<file path="src/rtl/multiply_seq_if.sv">
// rtl/multiply_seq_if.sv - request/response bundle for the sequential multiplier
interface multiply_seq_if #(
  parameter int WIDTH = 32
);
  logic             start;
  logic             signed_op;
  logic [WIDTH-1:0] A;
  logic [WIDTH-1:0] B;
  logic             busy;
  logic             done;
  logic [WIDTH-1:0] product_hi;
  logic [WIDTH-1:0] product_lo;

  modport master (
    output start, signed_op, A, B,
    input  busy, done, product_hi, product_lo
  );

  modport slave (
    input  start, signed_op, A, B,
    output busy, done, product_hi, product_lo
  );
endinterface

</file>
<file path="src/rtl/multiply_seq.sv">
// rtl/multiply_seq.sv - multi-cycle shift-add multiplier, signed and unsigned
// Magnitudes are multiplied unsigned; the sign is reapplied once when the product is written.
module multiply_seq #(
  parameter int WIDTH = 32
) (
  input  logic           clk,
  input  logic           rst_n,
  multiply_seq_if.slave  bus
);
  localparam int CW = $clog2(WIDTH + 1);

  typedef enum logic [1:0] {
    IDLE = 2'd0,
    RUN  = 2'd1,
    DONE = 2'd2
  } state_t;

  state_t             state;
  state_t             state_nxt;
  logic [WIDTH-1:0]   mcand;
  logic [WIDTH-1:0]   mplier;
  logic [2*WIDTH-1:0] acc;
  logic [CW-1:0]      cnt;
  logic               neg;
  logic [WIDTH-1:0]   prod_hi;
  logic [WIDTH-1:0]   prod_lo;

  logic               accept;
  logic               step;
  logic               finish;
  logic [WIDTH-1:0]   a_mag;
  logic [WIDTH-1:0]   b_mag;
  logic [WIDTH:0]     partial;
  logic [2*WIDTH-1:0] result;

  always_ff @(posedge clk or negedge rst_n) begin
    if (!rst_n) begin
      state <= IDLE;
    end else begin
      state <= state_nxt;
    end
  end

  always_comb begin
    state_nxt = state;
    case (state)
      IDLE:    if (bus.start) state_nxt = RUN;
      RUN:     if (cnt == CW'(WIDTH)) state_nxt = DONE;
      DONE:    state_nxt = IDLE;
      default: state_nxt = IDLE;
    endcase
  end

  always_comb begin
    bus.busy       = (state != IDLE);
    bus.done       = (state == DONE);
    bus.product_hi = prod_hi;
    bus.product_lo = prod_lo;
  end

  // The most negative operand negates to itself, which is exactly its unsigned magnitude.
  always_comb begin
    accept  = (state == IDLE) && bus.start;
    step    = (state == RUN) && (cnt != CW'(WIDTH));
    finish  = (state == RUN) && (cnt == CW'(WIDTH));
    a_mag   = (bus.signed_op && bus.A[WIDTH-1]) ? -bus.A : bus.A;
    b_mag   = (bus.signed_op && bus.B[WIDTH-1]) ? -bus.B : bus.B;
    partial = {1'b0, acc[2*WIDTH-1:WIDTH]} + {1'b0, (mplier[0] ? mcand : {WIDTH{1'b0}})};
    result  = neg ? -acc : acc;
  end

  always_ff @(posedge clk or negedge rst_n) begin
    if (!rst_n) begin
      mcand   <= '0;
      mplier  <= '0;
      acc     <= '0;
      cnt     <= '0;
      neg     <= 1'b0;
      prod_hi <= '0;
      prod_lo <= '0;
    end else begin
      if (accept) begin
        mcand  <= a_mag;
        mplier <= b_mag;
        neg    <= bus.signed_op & (bus.A[WIDTH-1] ^ bus.B[WIDTH-1]);
        acc    <= '0;
        cnt    <= '0;
      end else if (step) begin
        // Carry out of the upper-half add lands in the top bit after the shift.
        acc    <= {partial, acc[WIDTH-1:1]};
        mplier <= mplier >> 1;
        cnt    <= cnt + CW'(1);
      end
      if (finish) begin
        prod_hi <= result[2*WIDTH-1:WIDTH];
        prod_lo <= result[WIDTH-1:0];
      end
    end
  end
endmodule
</file>
<file path="src/flat_wrapper.sv">
// flat-port wrapper written by rule: the top's interface ports become plain ports
module multiply_seq_flat 
#(
  parameter int WIDTH = 32
)
  (clk, rst_n, bus_start, bus_signed_op, bus_A, bus_B, bus_busy, bus_done, bus_product_hi, bus_product_lo);
  multiply_seq_if #(.WIDTH(WIDTH)) bus_i ();
  input  logic clk;
  input  logic rst_n;
  input wire logic [$bits(bus_i.start)-1:0] bus_start;
  input wire logic [$bits(bus_i.signed_op)-1:0] bus_signed_op;
  input wire logic [$bits(bus_i.A)-1:0] bus_A;
  input wire logic [$bits(bus_i.B)-1:0] bus_B;
  output wire logic [$bits(bus_i.busy)-1:0] bus_busy;
  output wire logic [$bits(bus_i.done)-1:0] bus_done;
  output wire logic [$bits(bus_i.product_hi)-1:0] bus_product_hi;
  output wire logic [$bits(bus_i.product_lo)-1:0] bus_product_lo;
  assign bus_i.start = bus_start;
  assign bus_i.signed_op = bus_signed_op;
  assign bus_i.A = bus_A;
  assign bus_i.B = bus_B;
  assign bus_busy = bus_i.busy;
  assign bus_done = bus_i.done;
  assign bus_product_hi = bus_i.product_hi;
  assign bus_product_lo = bus_i.product_lo;
  multiply_seq #(.WIDTH(WIDTH)) u_core (.clk(clk), .rst_n(rst_n), .bus(bus_i));
endmodule
</file>
<file path="config.mk">
export PLATFORM = sky130hd
export DESIGN_NAME = multiply_seq_flat
export DESIGN_NICKNAME = d
export VERILOG_FILES = /design/src/rtl/multiply_seq_if.sv /design/src/rtl/multiply_seq.sv /design/src/flat_wrapper.sv
export SDC_FILE = /design/constraint.sdc
export NUM_CORES = 1
export LEC_CHECK = 0
export CORE_AREA = 2 2 226 228
export CTS_CLUSTER_SIZE = 30
export DETAILED_ROUTE_END_ITERATION = 6
export DIE_AREA = 0 0 228 230
export PLACE_DENSITY = 0.46
export SYNTH_ARGS = -nofsm -noshare
export SYNTH_HDL_FRONTEND = slang
export SYNTH_SLANG_ARGS = --single-unit
</file>
<file path="constraint.sdc">
create_clock -name clk -period 5.12 [get_ports clk]
set_input_delay 1.536 -clock clk [delete_from_list [all_inputs] [get_ports clk]]
set_output_delay 1.536 -clock clk [all_outputs]
set_load 0.01 [all_outputs]
</file>
==> results of run 1 <==
worst paths after layout:
kind | depth (start not counted) | from | to
max | 10 | u_core.mplier[0]$_DFFE_PN0P_ | u_core.acc[48]$_DFFE_PN0P_
max in group asynchronous | 2 | rst_n | u_core.mplier[24]$_DFFE_PN0P_
min in group asynchronous | 1 | rst_n | u_core.acc[18]$_DFFE_PN0P_
max reg2reg | 10 | u_core.mplier[0]$_DFFE_PN0P_ | u_core.acc[48]$_DFFE_PN0P_
min reg2reg | 2 | u_core.mcand[24]$_DFFE_PN0P_ | u_core.mcand[24]$_DFFE_PN0P_
min | 2 | u_core.mcand[24]$_DFFE_PN0P_ | u_core.mcand[24]$_DFFE_PN0P_
cell type report:
class / count / share of cell area
timing repair buffer: 146 / 0.09568
multi-input combinational: 1177 / 0.4573
tap: 672 / 0.05567
clock inverter: 9 / 0.003562
clock buffer: 34 / 0.04631
sequential: 201 / 0.3331
inverter: 34 / 0.008449
metrics by stage:
step / util / worst slack [ps] / total power [uW] / std cells / hold slack (ps)
2_1_floorplan: - / 1484 / 5764 / 1498 / 437.6
3_3_place_gp: 0.2878 / 878.2 / 7242 / 2230 / 455.4
3_5_place_dp: 0.2878 / 844.9 / 7305 / 2230 / 462.0
4_1_cts: 0.3029 / 1250 / 9023 / 2273 / 476.3
5_1_grt: 0.3029 / 932.7 / 9722 / 2273 / 498.9
6_report: 0.3029 / 1313 / 8910 / 2273 / 470.4
worst register-to-register path: stages, from the launching register on:
cell      delay [ps]
dfrtp_1          870
nand2_1          350
inv_1            140
ha_1             250
a211oi_1         350
o21ai_1          210
a31oi_1          470
a211oi_1         170
o31a_1           260
or3_1            310
a32o_1           280
Yosys cell counts (5+ instances only):
| cell | number | share of area |
|---|---|---|
| nand4_1 | 14 | 0.0071 |
| and2_1 | 36 | 0.018 |
| a21oi_1 | 103 | 0.042 |
| or3_1 | 21 | 0.011 |
| and3_1 | 9 | 0.0045 |
| dfrtp_1 | 201 | 0.41 |
| nor4_1 | 11 | 0.0056 |
| o21ai_0 | 139 | 0.056 |
| nor2b_1 | 7 | 0.0035 |
| ha_1 | 37 | 0.037 |
| or4_1 | 14 | 0.0085 |
| nand2_1 | 293 | 0.089 |
| o31ai_1 | 35 | 0.021 |
| a21o_1 | 6 | 0.0036 |
| o21ai_1 | 35 | 0.014 |
| nor3_1 | 28 | 0.011 |
| nand2b_1 | 8 | 0.0040 |
| buf_1 | 5 | 0.0015 |
| nor2_1 | 92 | 0.028 |
| inv_1 | 34 | 0.010 |
| o41ai_1 | 11 | 0.0078 |
| a32o_1 | 5 | 0.0040 |
| xnor2_1 | 45 | 0.032 |
| o21a_1 | 8 | 0.0048 |
| xor2_1 | 97 | 0.069 |
| a31oi_1 | 34 | 0.017 |
| clkbuf_1 | 79 | 0.024 |
| nand3_1 | 25 | 0.010 |
routing by layer:
layer  vias up  global-route usage  wire length, microns
li1       5413                   -                     -
met1      5070              0.2007                 18400
met2       200              0.2170                 16070
met3        41             0.01761                  1561
met4         0             0.03186                   616
met5         -                   0                     0
layout by cell type, fill, tap and decap left out, types with 12 or more instances in the layout:
cell and n:
nor3_1 28, or4_1 14, clkbuf_16 25, a21oi_1 103, nor2_1 92, dfrtp_1 200, o31ai_1 35, and2_1 35
buf_4 12, xnor2_1 45, nand4_1 14, or3_1 21, xor2_1 97, o21ai_1 35, o21ai_0 139, inv_1 34
nand3_1 25, clkdlybuf4s50_1 132, a31oi_1 34, ha_1 37, nand2_1 292
cells by family (layout without fill, tap and decap cells):
logic type / Yosys count / in the layout / share of synthesized area
simple gates: 579 / 579 / 0.2142
fa+ha+maj: 38 / 38 / 0.03899
mux: 4 / 4 / 0.003233
compound gates: 414 / 414 / 0.1995
xor+xnor: 142 / 142 / 0.1004
buf+inv: 120 / 223 / 0.03758
flops: 201 / 201 / 0.4061
flip-flops by register name, summed over array words and instances (netlist names):
| signal | cells |
|---|---|
| u_core.bus.product_lo | 32 |
| u_core.cnt | 6 |
| u_core.bus.product_hi | 32 |
| u_core.state | 2 |
| u_core.acc | 64 |
| u_core.mcand | 32 |
| u_core.neg | 1 |
| u_core.mplier | 32 |
report_power, final:
group | total, uW | switching, uW | internal (uW)
Clock | 1670 | 720 | 950
Combinational | 4180 | 2360 | 1820
Sequential | 3060 | 786 | 2280
Total | 8910 | 3860 | 5050
==> metrics, run 1 <==
fin nets around 1,700; power density over the cells approximately 590 nW/um^2; Hold Fails Final Rpt 0; top_reg_cell synth dfrtp_1; initial antenna violation count 0; final period utilization 0.7435; RSZ-0062 raised after global routing false; outcome complete, no violations; slowest cell on the critical path dfrtp_1; num rows 82; worst path buffer plus inverter count 1; Post-Synthesis Cells 1,498; CTS resizes 0; Core Box Area ~50,000 sq um; Reg area a little over 5000 sq um; Residual DRC 0; Via density ~4.7; Wirelength per Cell 16.12 microns; worst skew pair latency roughly 540 ps; Post-Syn Nets approximately 1,600; CP startpoint kind register; fin. max-slew vios 0; Initial DRC Count between 600 and 700; worst hold path class reg2reg; first-pass GRT wire length between 50 and 60 mm; DP Area between 10,000 and 15,000 sq um; # H-tree levels 1; Reg clk slew, reported paths around 60 ps; Tmin final around 3800 ps; number of global-route vias before repair about 11,000; full die area between 50,000 and 60,000 sq um; largest net degree at the start of global routing 129; CP required approximately 5500 ps; Die Width 228 microns; CP endpoint kind register; CP most frequent cell a211oi_1; WP data arrival ~4200 ps; Worst path top cell family by delay compound AO/OA/AOI/OAI gates; sequential fraction of the synthesis area 0.4061; TritonCTS clock tree built; Area Growth Syn to Fin 21.95%; Synth warnings 0; Die H approximately 230 microns; starting density of the core 0.2484; worst-margin pin slew 1125 ps; syn avg cell area roughly 8.3 sq um; Clock Tree Root clkbuf_16; cell area after synthesis 12,390 sq um; worst rel slew slack 0.2502; CP cell instances nand2_1, inv_1, ha_1, a211oi_1, o21ai_1, a31oi_1, a211oi_1, o31a_1, or3_1, a32o_1; CP max FO 33; delay of the slowest critical-path stage 870 ps; gpl congestion 0.8249; worst vdd ir between 0.0002 and 0.00025 V; # diodes 0; fill count around 5,400; # port buffers 133; clk sinks around 200; CTS buffer count 25; r2r setup slk 1310 ps; Total Routing Usage GR 0.1380; number of synthesized flops with an enable pin 0; Final Setup Violations 0; #FFs+latches synth roughly 200; max_cap viols 0; Max Clk Rate around 260 MHz; post-route cell area around 15,000 sq um; first drt pass iteration count 7; area of the multi-input gates around 6900 sq um; Setup Crit Path Kind reg2reg; FFs w/ async S/R, synth 1.000; postcts setup bufs 0; maximum root-to-sink buffer count 3; DRT Wirelength about 37 mm; Leak 0.006201 uW; antenna-violating nets left 0; CTS Hold Bufs 0; gr ovfl total 0; boundary pin count approximately 130; final setup TNS 0 ps; Vias roughly 11,000; fraction of layout cells with a size suffix above 1 0.04310; hpwl dp between 20 and 30 mm; distinct cell type count after synthesis 67; Worst Clk Skew approximately 18 ps
No activity file was read; power rests on OpenSTA's default activity.
==> run 2, diff against run 1 <==
clock period = 3.8 ns   (was 5.12 ns; I/O delays follow)
==> metrics, run 2 (synthesis results as in run 1) <==
outcome complete, no violations (unchanged); power density over the cells 795.2 nW/um^2 (was 589.9 nW/um^2); DP Worst Slack -73.75 ps (was 844.9 ps); # port buffers 133 (unchanged); gpl congestion 0.8203 (was 0.8249); hpwl dp 27.46 mm (was 26.51 mm); first drt pass iteration count 5 (was 7); Area Growth Syn to Fin 24.12% (was 21.95%); starting density of the core 0.2484 (unchanged); maximum root-to-sink buffer count 3 (unchanged); # H-tree levels 1 (unchanged); RSZ-0062 raised after global routing false (unchanged); boundary pin count 134 (unchanged); Hold Fails Final Rpt 0 (unchanged); Die H 230 microns (unchanged); number of global-route vias before repair 10,670 (was 10,610); Die Width 228 microns (unchanged); PnR worst setup slack 430.4 ps (was 1313 ps); Total Routing Usage GR 0.1399 (was 0.1380); CP required 4260 ps (was 5530 ps); DRT Wirelength 36.76 mm (was 36.64 mm); postcts setup bufs 0 (unchanged); Most flops, register u_core.acc (unchanged); CP endpoint kind register (unchanged); Final Setup Violations 0 (unchanged); CTS buffer count 25 (unchanged); WHS Path Cells 2 (unchanged); Max Clk Rate 296.8 MHz (was 262.7 MHz); initial antenna violation count 0 (unchanged); # diodes 0 (unchanged); Vias 10,790 (was 10,720); Final Power 12,230 uW (was 8910 uW); Leak 0.006357 uW (was 0.006201 uW); hold_ws 469.8 ps (was 470.4 ps); worst vdd ir 0.0003696 V (was 0.0002387 V); worst-margin pin slew 1127 ps (was 1125 ps); commonest non-fill, non-tap cell in the layout nand2_1 (unchanged); max_cap viols 0 (unchanged); full die area 52,440 sq um (unchanged); CTS resizes 0 (unchanged); worst rel slew slack 0.2489 (was 0.2502); CP max FO 9 (was 33); Via density 4.693 (was 4.718); Worst Clk Skew 13.30 ps (was 18.05 ps); worst hold path class reg2reg (unchanged); largest net degree at the start of global routing 130 (was 129); antenna-violating nets left 0 (unchanged); most frequent cells in the layout nand2_1 (292), dfrtp_1 (200), o21ai_0 (139) (unchanged); CTS Hold Bufs 0 (unchanged); fin nets 1,715 (was 1,691); Initial DRC Count 571 (was 666); TritonCTS clock tree built (unchanged); Setup Crit Path Kind reg2reg (unchanged); Reg clk slew, reported paths 60 ps (about the same); max reg flops 64 (unchanged); Tmin final 3370 ps (was 3807 ps); fraction of layout cells with a size suffix above 1 0.05897 (was 0.04310); Core Box Area 49,860 sq um (unchanged); Residual DRC 0 (unchanged); first-pass GRT wire length 60.16 mm (was 59.53 mm); worst skew pair latency 540 ps (about the same); num rows 82 (unchanged); gr ovfl total 0 (unchanged); Wirelength per Cell 15.98 microns (was 16.12 microns); CP startpoint kind register (unchanged); final setup TNS 0 ps (unchanged); WP data arrival 3830 ps (was 4210 ps); final period utilization 0.8867 (was 0.7435); clk sinks 201 (unchanged); Clock Tree Root clkbuf_16 (unchanged); fin. max-slew vios 0 (unchanged); fill count 5,383 (was 5,444); worst reg-to-reg path cell count 11 (was 10)
-- run 2: changes by cell type in the layout (fill, tap and decap cells not counted) --
| cell | before | now |
|---|---|---|
| buf_12 | 1 | 2 |
| bufinv_16 | 0 | 2 |
| clkinv_2 | 6 | 5 |
| clkbuf_8 | 5 | 6 |
| buf_4 | 12 | 35 |
| clkinvlp_4 | 2 | 3 |
-- run 2: cell type report --
cell class / instances / area, sq um / share of cell area
clock buffer: 35 / 713.2 / 0.04639
timing repair buffer: 170 / 1638 / 0.1065
clock inverter: 11 / 116.4 / 0.007569
multi-input combinational: 1177 / 6907 / 0.4493
sequential: 201 / 5031 / 0.3273
inverter: 34 / 127.6 / 0.008301
tap: 672 / 840.8 / 0.05469
-- run 2: worst paths after layout --
| kind | from | endpoint | slack, ps |
|---|---|---|---|
| worst max register to register | u_core.mplier[0]$_DFFE_PN0P_ | u_core.acc[63]$_DFFE_PN0P_ | 430 |
| worst min register to register | u_core.mcand[16]$_DFFE_PN0P_ | u_core.mcand[16]$_DFFE_PN0P_ | 470 |
| min in group asynchronous | rst_n | u_core.bus.product_lo[23]$_DFFE_PN0P_ | 600 |
| worst max-delay path | u_core.mplier[0]$_DFFE_PN0P_ | u_core.acc[63]$_DFFE_PN0P_ | 430 |
| worst min-delay path | u_core.mcand[16]$_DFFE_PN0P_ | u_core.mcand[16]$_DFFE_PN0P_ | 470 |
| max in group asynchronous | rst_n | u_core.acc[43]$_DFFE_PN0P_ | 2350 |
-- run 2: metrics by stage --
| step | util | std cells | instance area [sq um] |
|---|---|---|---|
| finish | 0.3083 | 2300 | 15370 |
| global placement | 0.2917 | 2254 | 14540 |
| floorplan | - | 1498 | 12390 |
| global route | 0.3083 | 2300 | 15370 |
| detailed placement | 0.2917 | 2254 | 14540 |
| CTS | 0.3083 | 2300 | 15370 |
-- run 2: power breakdown --
group          internal (uW)  total [uW]  switching (uW)
clock                   1440        2420             977
sequential              3070        4040             970
combinational           2490        5760            3280
-- run 2: worst max-delay path: stages (launching register included) --
cell and delay [ps]:
dfrtp_1 500, and2_1 260, ha_1 230, inv_1 70, fa_1 380, nor2b_1 210
o31a_1 220, o21ai_0 180, a31oi_1 310, o21ai_1 190, a2111oi_0 520, a2bb2oi_1 220
-- run 2: routing by layer --
metal / up-vias / share of wire / track usage
met5: - / 0 / 0
met4: 0 / 0.017 / 0.02982
met3: 35 / 0.037 / 0.02021
met2: 179 / 0.44 / 0.2204
met1: 5101 / 0.51 / 0.2026
li1: 5479 / - / -
==> run 3, diff against run 2 <==
CORE_AREA = 10 10 234 236   (was 2 2 226 228)
DIE_AREA = 0 0 244 246   (was 0 0 228 230)
==> metrics, run 3 (synthesis results as in run 1) <==
outcome complete, no violations (unchanged); CP required 4210 ps (was 4260 ps); Most flops, register u_core.acc (unchanged); maximum root-to-sink buffer count 3 (unchanged); Wirelength per Cell 16.27 microns (was 15.98 microns); worst vdd ir 0.0003478 V (was 0.0003696 V); CTS buffer count 26 (was 25); hold path startpoint u_core.mcand[16]$_DFFE_PN0P_ (unchanged); worst-margin pin slew 790.5 ps (was 1127 ps); hpwl dp 28.20 mm (was 27.46 mm); Final Power 12,490 uW (was 12,230 uW); DP Area 14,580 sq um (was 14,540 sq um); worst hold path class reg2reg (unchanged); WP data arrival 3660 ps (was 3830 ps); CP startpoint kind register (unchanged); initial antenna violation count 0 (unchanged); Reg clk slew, reported paths 60 ps (about the same); commonest non-fill, non-tap cell in the layout nand2_1 (unchanged); number of global-route vias before repair 10,640 (was 10,670); Hold Fails Final Rpt 0 (unchanged); boundary pin count 134 (unchanged); TritonCTS clock tree built (unchanged); Vias 10,830 (was 10,790); Initial DRC Count 708 (was 571); worst reg-to-reg path cell count 10 (was 11); Total Routing Usage GR 0.1220 (was 0.1399); Via density 4.696 (was 4.693); Die H 246 microns (was 230 microns); Tmin final 3246 ps (was 3370 ps); Switching Share 0.4182 (was 0.4275); starting density of the core 0.2484 (unchanged); R2R Path Start u_core.mplier[0]$_DFFE_PN0P_ (unchanged); Max Clk Rate 308.1 MHz (was 296.8 MHz); Clock power frac 0.214 (was 0.198); max reg flops 64 (unchanged); r2r setup slk 550 ps (was 430 ps); combinational power share 0.465 (was 0.472); Reg power frac 0.321 (was 0.330); most frequent cells in the layout nand2_1 (292), dfrtp_1 (200), o21ai_0 (139) (unchanged); WHS Path Cells 2 (unchanged); fraction of layout cells with a size suffix above 1 0.06422 (was 0.05897); slowest cell on the critical path o31ai_1 (was a2111oi_0); # port buffers 133 (unchanged); delay of the slowest critical-path stage 680 ps (was 520 ps); gr ovfl total 0 (unchanged); Die Width 244 microns (was 228 microns); num rows 82 (unchanged); CP max FO 30 (was 9); Residual DRC 0 (unchanged); # diodes 0 (unchanged); area of the multi-input gates 6907 sq um (unchanged); final period utilization 0.8541 (was 0.8867); largest net degree at the start of global routing 73 (was 130); CTS resizes 0 (unchanged); fill count 5,334 (was 5,383); Worst Hold End u_core.mcand[16]$_DFFE_PN0P_ (unchanged); first drt pass iteration count 5 (unchanged); Area Growth Syn to Fin 25.41% (was 24.12%); post-route cell area 15,530 sq um (was 15,370 sq um); Setup Crit Path Kind reg2reg (unchanged); CP endpoint kind register (unchanged); Worst Clk Skew 24.12 ps (was 13.30 ps); full die area 60,020 sq um (was 52,440 sq um); P_int 7269 uW (was 7000 uW); Reg area 5031 sq um (unchanged); Core Box Area 49,860 sq um (unchanged); worst skew pair latency 550 ps (was 540 ps); Psw 5225 uW (was 5226 uW); worst rel slew slack 0.4730 (was 0.2489); fin nets 1,721 (was 1,715); CP cell instances buf_4, and2_1, ha_1, o21ai_0, o21ai_1, a31oi_1, o31ai_1, a31oi_1, xor2_1, o21ai_1 (was and2_1, ha_1, inv_1, fa_1, nor2b_1, o31a_1, o21ai_0, a31oi_1, o21ai_1, a2111oi_0, a2bb2oi_1); final setup TNS 0 ps (unchanged); DRT Wirelength 37.53 mm (was 36.76 mm); antenna-violating nets left 0 (unchanged); reg2reg end u_core.acc[58]$_DFFE_PN0P_ (was u_core.acc[63]$_DFFE_PN0P_); RSZ-0062 raised after global routing false (unchanged); max_cap viols 0 (unchanged); Clock Tree Root clkbuf_16 (unchanged); postcts setup bufs 0 (unchanged); Final Setup Violations 0 (unchanged); Leak 0.006439 uW (was 0.006357 uW); CTS Hold Bufs 0 (unchanged); power density over the cells 804.4 nW/um^2 (was 795.2 nW/um^2); clk sinks 201 (unchanged); fin. max-slew vios 0 (unchanged); first-pass GRT wire length 60.46 mm (was 60.16 mm); gpl congestion 0.8918 (was 0.8203); # H-tree levels 1 (unchanged)
run 3: how the worst max path moves through the flow:
stage	start	endpoint	slack, ps
2_1_floorplan	bus_B[15]	u_core.mplier[29]$_DFFE_PN0P_	560
5_1_grt	u_core.mplier[0]$_DFFE_PN0P_	u_core.acc[63]$_DFFE_PN0P_	180
3_5_place_dp	bus_B[24]	u_core.mplier[29]$_DFFE_PN0P_	60
6_report	u_core.mplier[0]$_DFFE_PN0P_	u_core.acc[58]$_DFFE_PN0P_	550
3_3_place_gp	bus_B[24]	u_core.mplier[29]$_DFFE_PN0P_	40
4_1_cts	u_core.mplier[0]$_DFFE_PN0P_	u_core.acc[63]$_DFFE_PN0P_	550
run 3: final cells by class:
| type | instances | share of cell area |
|---|---|---|
| sequential | 201 | 0.3239 |
| inverter | 34 | 0.008217 |
| tap | 672 | 0.05413 |
| clock inverter | 11 | 0.01079 |
| clock buffer | 37 | 0.05043 |
| multi-input combinational | 1177 | 0.4447 |
| timing repair buffer | 175 | 0.1079 |
run 3: layer usage:
layer | track usage | wire length, microns | part of all wire
met5 | 0 | 0 | 0
met4 | 0.03196 | 651 | 0.017
met3 | 0.01926 | 1698 | 0.045
met2 | 0.1926 | 16650 | 0.44
met1 | 0.1701 | 18540 | 0.49
run 3: critical path: cells and delay by family (launching register included):
family | cells | cell delay [ps]
xor gates and xnor gates | 1 | 240
AOI/OAI and AO/OA | 6 | 1670
and+or+nand+nor | 1 | 250
buffers and inverters | 1 | 280
adders and majority gates | 1 | 250
DFF | 1 | 420
run 3: per-stage QoR:
step | std cells | worst slack (ps) | hold WS (ps) | util
after floorplan | 1498 | 560.1 | 437.6 | -
after global placement | 2259 | 37.43 | 455.0 | 0.2924
after detailed placement | 2259 | 59.00 | 462.6 | 0.2924
after CTS | 2307 | 548.9 | 475.7 | 0.3115
after global routing | 2307 | 182.2 | 501.5 | 0.3115
final | 2307 | 554.4 | 471.6 | 0.3115
run 3: power by group through the flow:
stage | clock [uW] | combinational (uW) | sequential, uW
after floorplan | 0 | 3960 | 3810
after global placement | 0 | 5800 | 4020
after detailed placement | 0 | 5870 | 4050
after CTS | 2760 | 5890 | 4010
after global routing | 2860 | 6590 | 4150
final | 2680 | 5810 | 4010
